File: src/rtl/muldiv_pkg.sv
// Shared definitions for the iterative multiply/divide unit.
package muldiv_pkg;

  localparam logic [1:0] OP_MULTU = 2'b00;
  localparam logic [1:0] OP_MULT  = 2'b01;
  localparam logic [1:0] OP_DIVU  = 2'b10;
  localparam logic [1:0] OP_DIV   = 2'b11;

  typedef enum logic [1:0] {
    S_IDLE = 2'd0,
    S_CALC = 2'd1,
    S_FIX  = 2'd2
  } state_e;

endpackage

File: src/rtl/muldiv_negate.sv
// Conditional two's-complement negation, used for operand magnitudes and result sign fixup.
module muldiv_negate #(
  parameter int unsigned W = 32
) (
  input  logic [W-1:0] val_i,
  input  logic         en_i,
  output logic [W-1:0] val_o
);

  assign val_o = en_i ? (~val_i + W'(1)) : val_i;

endmodule

File: src/rtl/muldiv_unit.sv
// Iterative radix-2 multiply/divide unit with architectural HI/LO registers.
// Magnitudes are computed on entry; signs are restored in the FIX state.
module muldiv_unit
  import muldiv_pkg::*;
#(
  parameter int unsigned W     = 32,
  parameter int unsigned CNT_W = $clog2(W) + 1
) (
  input  logic         clk,
  input  logic         rst,
  input  logic         start,
  input  logic [1:0]   op,
  input  logic [W-1:0] a,
  input  logic [W-1:0] b,
  input  logic         hi_we,
  input  logic         lo_we,
  input  logic [W-1:0] wdata,
  output logic         busy,
  output logic         done,
  output logic         dz,
  output logic [W-1:0] hi,
  output logic [W-1:0] lo
);

  localparam int unsigned W2 = 2 * W;

  state_e           state_q, state_d;
  logic [CNT_W-1:0] cnt_q, cnt_d;
  logic [W2-1:0]    prod_q, prod_d;
  logic [W-1:0]     opb_q, opb_d;
  logic [W-1:0]     hi_q, hi_d, lo_q, lo_d;
  logic             is_div_q, is_div_d;
  logic             neg_q, neg_d;
  logic             rneg_q, rneg_d;
  logic             dzp_q, dzp_d;
  logic             done_q, done_d;
  logic             dz_q, dz_d;
  logic             busy_q, busy_d;

  logic             is_div_op, signed_op, b_zero, a_neg, b_neg;
  logic [W-1:0]     a_mag, b_mag;
  logic [W-1:0]     prod_hi, prod_lo, hi_fix, lo_fix;
  logic             hi_neg_en;
  logic [W:0]       mul_sum;
  logic             div_ge;
  logic [W-1:0]     div_diff;

  assign is_div_op = (op == OP_DIVU) || (op == OP_DIV);
  assign signed_op = (op == OP_MULT) || (op == OP_DIV);
  assign b_zero    = (b == '0);
  assign a_neg     = signed_op & a[W-1];
  assign b_neg     = signed_op & b[W-1];

  muldiv_negate #(.W(W)) u_neg_a (.val_i(a), .en_i(a_neg), .val_o(a_mag));
  muldiv_negate #(.W(W)) u_neg_b (.val_i(b), .en_i(b_neg), .val_o(b_mag));

  assign prod_hi = prod_q[W2-1:W];
  assign prod_lo = prod_q[W-1:0];

  // Multiply: prod = {partial, multiplier}; add multiplicand on LSB, shift right.
  assign mul_sum = {1'b0, prod_hi} + {1'b0, ({W{prod_q[0]}} & opb_q)};

  // Divide: prod = {remainder, dividend}; trial-subtract the shifted remainder.
  assign div_ge   = prod_q[W2-1:W-1] >= {1'b0, opb_q};
  assign div_diff = prod_q[W2-2:W-1] - opb_q;

  assign hi_neg_en = is_div_q ? rneg_q : neg_q;

  muldiv_negate #(.W(W)) u_neg_lo (.val_i(prod_lo), .en_i(neg_q),     .val_o(lo_fix));
  muldiv_negate #(.W(W)) u_neg_hi (.val_i(prod_hi), .en_i(hi_neg_en), .val_o(hi_fix));

  // State register
  always_ff @(posedge clk) begin
    if (rst) state_q <= S_IDLE;
    else     state_q <= state_d;
  end

  // Next-state logic
  always_comb begin
    state_d = state_q;
    unique case (state_q)
      S_IDLE:  if (start) state_d = (is_div_op && b_zero) ? S_FIX : S_CALC;
      S_CALC:  if (cnt_q == CNT_W'(W - 1)) state_d = S_FIX;
      S_FIX:   state_d = S_IDLE;
      default: state_d = S_IDLE;
    endcase
  end

  // Datapath and output next values
  always_comb begin
    cnt_d    = cnt_q;
    prod_d   = prod_q;
    opb_d    = opb_q;
    hi_d     = hi_q;
    lo_d     = lo_q;
    is_div_d = is_div_q;
    neg_d    = neg_q;
    rneg_d   = rneg_q;
    dzp_d    = dzp_q;
    done_d   = 1'b0;
    dz_d     = 1'b0;
    busy_d   = (state_d != S_IDLE);
    unique case (state_q)
      S_IDLE: begin
        if (start) begin
          cnt_d    = '0;
          is_div_d = is_div_op;
          neg_d    = a_neg ^ b_neg;
          rneg_d   = a_neg;
          dzp_d    = 1'b0;
          if (is_div_op && b_zero) begin
            // Sign fixup disabled so FIX commits hi=a, lo=all ones verbatim.
            prod_d = {a, {W{1'b1}}};
            neg_d  = 1'b0;
            rneg_d = 1'b0;
            dzp_d  = 1'b1;
          end else if (is_div_op) begin
            prod_d = {{W{1'b0}}, a_mag};
            opb_d  = b_mag;
          end else begin
            prod_d = {{W{1'b0}}, b_mag};
            opb_d  = a_mag;
          end
        end else begin
          if (hi_we) hi_d = wdata;
          if (lo_we) lo_d = wdata;
        end
      end
      S_CALC: begin
        cnt_d = cnt_q + CNT_W'(1);
        if (!is_div_q)   prod_d = {mul_sum, prod_q[W-1:1]};
        else if (div_ge) prod_d = {div_diff, prod_q[W-2:0], 1'b1};
        else             prod_d = {prod_q[W2-2:0], 1'b0};
      end
      S_FIX: begin
        done_d = 1'b1;
        dz_d   = dzp_q;
        lo_d   = lo_fix;
        // 2W-bit negation: high word is inverted, plus one only when the low word is zero.
        hi_d   = (!is_div_q && neg_q && (prod_lo != '0)) ? ~prod_hi : hi_fix;
      end
      default: ;
    endcase
  end

  // Datapath registers
  always_ff @(posedge clk) begin
    if (rst) begin
      cnt_q    <= '0;
      prod_q   <= '0;
      opb_q    <= '0;
      hi_q     <= '0;
      lo_q     <= '0;
      is_div_q <= 1'b0;
      neg_q    <= 1'b0;
      rneg_q   <= 1'b0;
      dzp_q    <= 1'b0;
      done_q   <= 1'b0;
      dz_q     <= 1'b0;
      busy_q   <= 1'b0;
    end else begin
      cnt_q    <= cnt_d;
      prod_q   <= prod_d;
      opb_q    <= opb_d;
      hi_q     <= hi_d;
      lo_q     <= lo_d;
      is_div_q <= is_div_d;
      neg_q    <= neg_d;
      rneg_q   <= rneg_d;
      dzp_q    <= dzp_d;
      done_q   <= done_d;
      dz_q     <= dz_d;
      busy_q   <= busy_d;
    end
  end

  assign busy = busy_q;
  assign done = done_q;
  assign dz   = dz_q;
  assign hi   = hi_q;
  assign lo   = lo_q;

endmodule

File: config.mk
export PLATFORM = sky130hd
export DESIGN_NAME = muldiv_unit
export DESIGN_NICKNAME = d
export VERILOG_FILES = /design/src/rtl/muldiv_pkg.sv /design/src/rtl/muldiv_negate.sv /design/src/rtl/muldiv_unit.sv
export SDC_FILE = /design/constraint.sdc
export NUM_CORES = 1
export LEC_CHECK = 0
export BUFFER_PORTS_ARGS = -buffer_cell sky130_fd_sc_hd__clkbuf_2
export CORE_ASPECT_RATIO = 1.5
export CORE_MARGIN = 2
export CORE_UTILIZATION = 30
export CTS_CLUSTER_SIZE = 20
export DETAILED_ROUTE_END_ITERATION = 10
export SKIP_CTS_REPAIR_TIMING = 1
export SLEW_MARGIN = 0
export SYNTH_ARGS = -nofsm -noshare
export SYNTH_HDL_FRONTEND = slang
export SYNTH_SLANG_ARGS = --single-unit
File: constraint.sdc
create_clock -name clk -period 4.49 [get_ports clk]
set_clock_uncertainty 0.1 [all_clocks]
set_input_delay 0 -clock clk [delete_from_list [all_inputs] [get_ports clk]]
set_output_delay 0 -clock clk [all_outputs]
set_load 0.005 [all_outputs]
==> flow_summary.yaml, run 1 <==
setup_path:
  required_ns: 4.75
  arrival_ns: 4.30
  worstPathCellList: "ha_1, nand4_1, nor4_1, a31oi_1, a21boi_1, and4_1, or2_2, nor2_1, mux2_2, a211o_1"
  cp_slowest_stage_delay_ns: 0.61
  crit_fanout: 19
  start_kind: "register"
  crit_type: "reg -> reg"
  worst_path_max_delay_cell: "dfxtp_1"
  end_kind: "register"
logic_synthesis:
  synth_nets: 2282
  synth.area.top_cells: "dfxtp_1 23%, nor2_1 7.0%, a21oi_1 6.7%"
  yosysUniqueCellTypes: 81
  yosysWarningCount: 0
  synth_cells: 2108
  synth_top_cell_by_area: "dfxtp_1"
  ys_seq_elements: 175
  async_flop_share: 0
  synth_area_per_cell_sq_um: 7.18
  synth-edff-count: 0
  ys.flop_type: "dfxtp_1"
  synth_top_cell_area_share: 0.232
  synth-seq-area-share: 0.232
  synth_area_sq_um: 15100
cells_and_area:
  layout_commonest_cell: "nor2_1"
  syn2layout_area_growth_pct: 16.9
  drive_gt1_frac: 0.133
  n_antenna_cell: 0
  layout_common_cells: "279 x nor2_1, 203 x a21oi_1, 198 x nand2_1"
  nets: 2409
sta:
  fmax_mhz: 248
  worst_slew_pin_slew_ns: 1.09
  fin_crit_sh: 0.900
  setup_viol: 0
  period_minus_slack_ns: 4.04
  tns_ns: 0
  fin_ws_ns: 0.450
  rsz0062_at_grt: "no"
  maxSlewViolCount: 0
  holdWs_ns: -0.0297
  hold_violations: 8
  slew_headroom: 0.275
clock_tree:
  clkSinkCount: 175
  cts_root_buf: "clkbuf_16"
  clkLatencyLatePin_ns: 0.47
  numCtsBuffers: 17
  clockBufferDepth: 2
  htree_levels: 4
  clk_pin_slew_ns: 0.08
  cts_tree: "yes"
power:
  seq_power_share: 0.317
  vdd.ir_drop.worst_uv: 224
  switching_share: 0.421
  p_leak_nw: 7.08
  p_sw_mw: 2.43
  pwr-share-clk: 0.287
  power.density_nw_per_um2: 326
  p_comb_frac: 0.396
  internal_power_mw: 3.34
floorplanning:
  start_util: 0.305
  chipHeight_um: 279
  rows: 100
  fp.dieW_um: 187
  io_pins: 170
  design.core.area_sq_um: 49700
  die-area_sq_um: 52300
route:
  drt-vias-per-instance: 5.80
  via_count: 16900
  drt_wl_total_um: 70300
  ant_nets: 0
  drcViolationCount: 0
  drt_pass1_iterations: 5
  wl_per_cell_um: 24.1
  drt_iter0_markers: 1280
placement:
  gp_congestion: 0.993
  hpwl_um: 55000
  preCtsSetupSlack_ns: 0.578
  portBuffers: 169
job:
  maxCapViolations: 0
global_route:
  grt_pass1_vias: 16200
  antenna_found_initial: 0
  grt.total_usage: 0.263
  grt_pass1_wl_um: 104000
  gr-total-overflow: 0
  grt_max_degree: 121
status:
  status: "finished with violations"
  violations: "hold timing"
hold_path:
  hold_class: "in -> reg"
==> state kept, by name, summed over array words and instances, names as in the netlist, 2 cells and up <==
name     flops
cnt_q        6
hi          32
prod_q      64
state_q      2
lo          32
opb_q       32
==> layer usage <==
layer	vias up	GRT usage	part of all wire
li1	7934	-	-
met1	7976	0.284	0.36
met2	768	0.460	0.49
met3	215	0.0315	0.056
met4	0	0.219	0.094
met5	-	0	0
==> power by group through the flow <==
stage	clock [mW]	combinational [mW]	sequential, mW
CTS	1.67	2.22	1.82
floorplan	0	1.47	1.80
detailed placement	0	2.21	1.86
finish	1.65	2.28	1.83
global placement	0	2.21	1.86
global route	1.73	2.46	1.85
==> cell type report <==
class | count | area (sq um)
Tap cell | 663 | 830
Clock inverter | 15 | 214
Clock buffer | 17 | 425
Multi-Input combinational cell | 1721 | 10900
Timing Repair Buffer | 255 | 1590
Inverter | 65 | 244
Sequential cell | 175 | 3500
Fill cell | 5286 | 32000
==> critical path: cells and delay by family (launching register included) <==
kind            cells  cell delay (ns)
flops               1             0.61
mux                 1             0.40
simple gates        5             1.84
compound gates      3             0.58
fa+ha+maj           1             0.39
==> synth_stat cells (9+ instances only) <==
| cell | instances |
|---|---|
| a2111oi_0 | 12 |
| a211o_1 | 10 |
| a211oi_1 | 67 |
| a21o_1 | 44 |
| a21oi_1 | 203 |
| a221oi_1 | 31 |
| a22oi_1 | 14 |
| a311oi_1 | 14 |
| a31oi_1 | 21 |
| and2_1 | 11 |
| and3_1 | 12 |
| buf_1 | 14 |
| clkbuf_1 | 127 |
| dfxtp_1 | 175 |
| ha_1 | 69 |
| inv_1 | 64 |
| mux2_2 | 16 |
| mux2i_1 | 36 |
| nand2_1 | 198 |
| nand2b_1 | 10 |
| nand3_1 | 36 |
| nand4_1 | 25 |
| nor2_1 | 282 |
| nor2b_1 | 15 |
| nor3_1 | 65 |
| nor4_1 | 21 |
| o211ai_1 | 20 |
| o21a_1 | 11 |
| o21ai_0 | 133 |
| o21bai_1 | 12 |
| o22ai_1 | 21 |
| o31ai_1 | 22 |
| o41ai_1 | 9 |
| or3_1 | 20 |
| xnor2_1 | 98 |
| xor2_1 | 72 |
==> path summary, 6_finish.rpt <==
kind	startpoint	to	slack, ns	depth (start not counted)
worst max-delay path	prod_q[43]$_SDFFE_PP0P_	prod_q[62]$_SDFFE_PP0P_	0.45	10
worst min-delay path	b[2]	opb_q[2]$_SDFFE_PP0P_	-0.03	6
worst max register to register	prod_q[43]$_SDFFE_PP0P_	prod_q[62]$_SDFFE_PP0P_	0.45	10
worst min register to register	hi[19]$_SDFFE_PP0P_	hi[19]$_SDFFE_PP0P_	0.35	2
==> cell families (layout without fill, tap and decap cells) <==
| logic type | after synthesis | after routing | synth area share |
|---|---|---|---|
| AND/OR/NAND/NOR | 739 | 739 | 0.225 |
| buffers and inverters | 212 | 352 | 0.0535 |
| multiplexers | 52 | 52 | 0.0357 |
| flip-flops | 175 | 175 | 0.232 |
| adder cells (fa/ha/maj) | 71 | 71 | 0.0597 |
| XOR/XNOR | 170 | 170 | 0.0984 |
| AO/OA/AOI/OAI | 689 | 689 | 0.296 |
==> through the flow <==
| step | std cells | instance area, sq um | power (mW) | hold WS (ns) | utilization |
|---|---|---|---|---|---|
| 6_report | 2911 | 17700 | 5.77 | -0.0297 | 0.356 |
| 5_1_grt | 2911 | 17700 | 6.04 | 0.00710 | 0.356 |
| 4_1_cts | 2873 | 17300 | 5.72 | -0.283 | 0.348 |
| 3_5_place_dp | 2841 | 16700 | 4.07 | 0.214 | 0.335 |
| 3_3_place_gp | 2841 | 16700 | 4.07 | 0.206 | 0.335 |
| 2_1_floorplan | 2108 | 15100 | 3.28 | 0.0590 | - |
Note: power is estimated with default switching activity, not from simulation.
==> inputs of run 2 (changes only) <==
Settings changed: CORE_UTILIZATION 30 to 50, PLACE_DENSITY set to 0.7.
==> run 2 against run 1 <==
The flow still finishes with violations (hold timing). Largest cell class unchanged. Wire length is 6.3% lower. Critical path depth grew 2. Combinational power increased by 2%. Highest routed layer unchanged.
==> flow_summary.yaml, run 2 (synthesis gave the netlist of run 1 again) <==
status:
  status: "finished with violations"
  violations: "hold timing"
setup_path:
  start_kind: "register"
  crit_fanout: 8
  ff2ff_path_depth: 12
  regToRegStartpoint: "prod_q[0]$_SDFFE_PP0P_"
  end_kind: "register"
  r2r-end: "prod_q[61]$_SDFFE_PP0P_"
  crit_start: "prod_q[0]$_SDFFE_PP0P_"
  arrival_ns: 4.11
  required_ns: 4.73
  reg2reg_slack_ns: 0.62
  crit_type: "reg -> reg"
floorplanning:
  fp.dieW_um: 146
  start_util: 0.503
  design.core.area_sq_um: 30100
  io_pins: 170
  chipHeight_um: 217
  rows: 78
  die-area_sq_um: 31700
route:
  drcViolationCount: 0
  drt_iter0_markers: 1569
  drt_wl_total_um: 65900
  drt-vias-per-instance: 6.47
  via_count: 17200
  wl_per_cell_um: 24.8
  ant_nets: 0
  drt_pass1_iterations: 6
sta:
  tns_ns: 0
  period_minus_slack_ns: 3.87
  rsz0062_at_grt: "no"
  slew_headroom: 0.285
  hold_violations: 8
  worst_slew_pin_slew_ns: 1.07
  maxSlewViolCount: 0
  setup_viol: 0
  holdWs_ns: -0.0257
  fin_crit_sh: 0.861
  fmax_mhz: 259
global_route:
  grt_max_degree: 86
  grt_pass1_vias: 15900
  gr-total-overflow: 0
  grt.total_usage: 0.399
  grt_pass1_wl_um: 96300
  antenna_found_initial: 2
power:
  p_leak_nw: 7.08
  seq_power_share: 0.321
  power_mw: 5.70
  switching_share: 0.422
  internal_power_mw: 3.29
  pwr-share-clk: 0.270
  p_sw_mw: 2.41
  power.density_nw_per_um2: 329
  vdd.ir_drop.worst_uv: 290
  p_comb_frac: 0.409
hold_path:
  hold_path_end: "neg_q$_SDFFE_PP0P_"
  hold_depth: 6
  hold_start: "b[31]"
  hold_class: "in -> reg"
cells_and_area:
  postLayoutCellArea_sq_um: 17400
  syn2layout_area_growth_pct: 14.7
  largest_reg_flops: 64
  fin_cells: 2655
  nets: 2416
  drive_gt1_frac: 0.131
  fill_cells: 2977
  layout_common_cells: "280 x nor2_1, 203 x a21oi_1, 198 x nand2_1"
  top_register: "prod_q"
  layout_commonest_cell: "nor2_1"
placement:
  portBuffers: 169
  post_dp_cell_area_sq_um: 16300
  gp_congestion: 1.08
  hpwl_um: 51000
  dp_cells: 2578
clock_tree:
  clkLatencyLatePin_ns: 0.46
  clockBufferDepth: 2
  clk_pin_slew_ns: 0.07
  cts_root_buf: "clkbuf_16"
  cts_tree: "yes"
  htree_levels: 4
  clkSinkCount: 175
  numCtsBuffers: 17
job:
  maxCapViolations: 0
run 2: cell count changes in the layout (fill, tap and decap cells not counted), sizes merged:
cell         before  now
dlygate4sd3      38   45
clkinv            6    1
inv              72   75
bufinv            2    1
clkbuf          185  186
clkinvlp          0    1
diode             0    1
run 2: critical path: stages, from the launching register on:
cell and delay, ns:
dfxtp_1 0.41, and2_1 0.21, ha_1 0.24, fa_1 0.44, a211oi_1 0.33, nor3_1 0.12
o31ai_1 0.31, o21ai_0 0.22, o41a_1 0.39, a211oi_1 0.51, o21bai_1 0.21, mux2i_1 0.18
nand3b_1 0.09
run 2: through the flow:
step | util | setup WS, ns
after global placement | 0.543 | 0.796
after detailed placement | 0.543 | 0.724
after CTS | 0.562 | 0.690
after global routing | 0.577 | 0.386
final | 0.577 | 0.623
after floorplan | - | 1.28
run 2: power groups by stage:
stage / registers, mW / logic, mW / clock network (mW)
2_1_floorplan: 1.80 / 1.47 / 0
3_3_place_gp: 1.85 / 2.23 / 0
3_5_place_dp: 1.86 / 2.23 / 0
4_1_cts: 1.82 / 2.24 / 1.55
5_1_grt: 1.84 / 2.48 / 1.60
6_report: 1.83 / 2.33 / 1.54
run 2: worst max path at each step:
stage / to / cells after the start
floorplan: prod_q[55]$_SDFFE_PP0P_ / 15
global placement: prod_q[62]$_SDFFE_PP0P_ / 14
detailed placement: prod_q[61]$_SDFFE_PP0P_ / 12
CTS: prod_q[61]$_SDFFE_PP0P_ / 12
global route: prod_q[61]$_SDFFE_PP0P_ / 13
finish: prod_q[61]$_SDFFE_PP0P_ / 12
run 2: area by class of cell:
type,count,area [sq um],share of cell area
clock buffers,18,429,0.0247
clock inverters,13,143,0.00822
diodes,1,2.50,0.000144
repair buffers,262,1670,0.0963
inverters,65,244,0.0141
well taps,400,500,0.0288
multi-input cells,1721,10900,0.626
flip-flops and latches,175,3500,0.202
run 2: metal layers:
layer  global-route usage  part of all wire  up-vias
met5                    0                 0        -
met4                0.340             0.099        0
met3               0.0530             0.065      244
met2                0.662              0.46      853
met1                0.454              0.37     8109
li1                     -                 -     7963
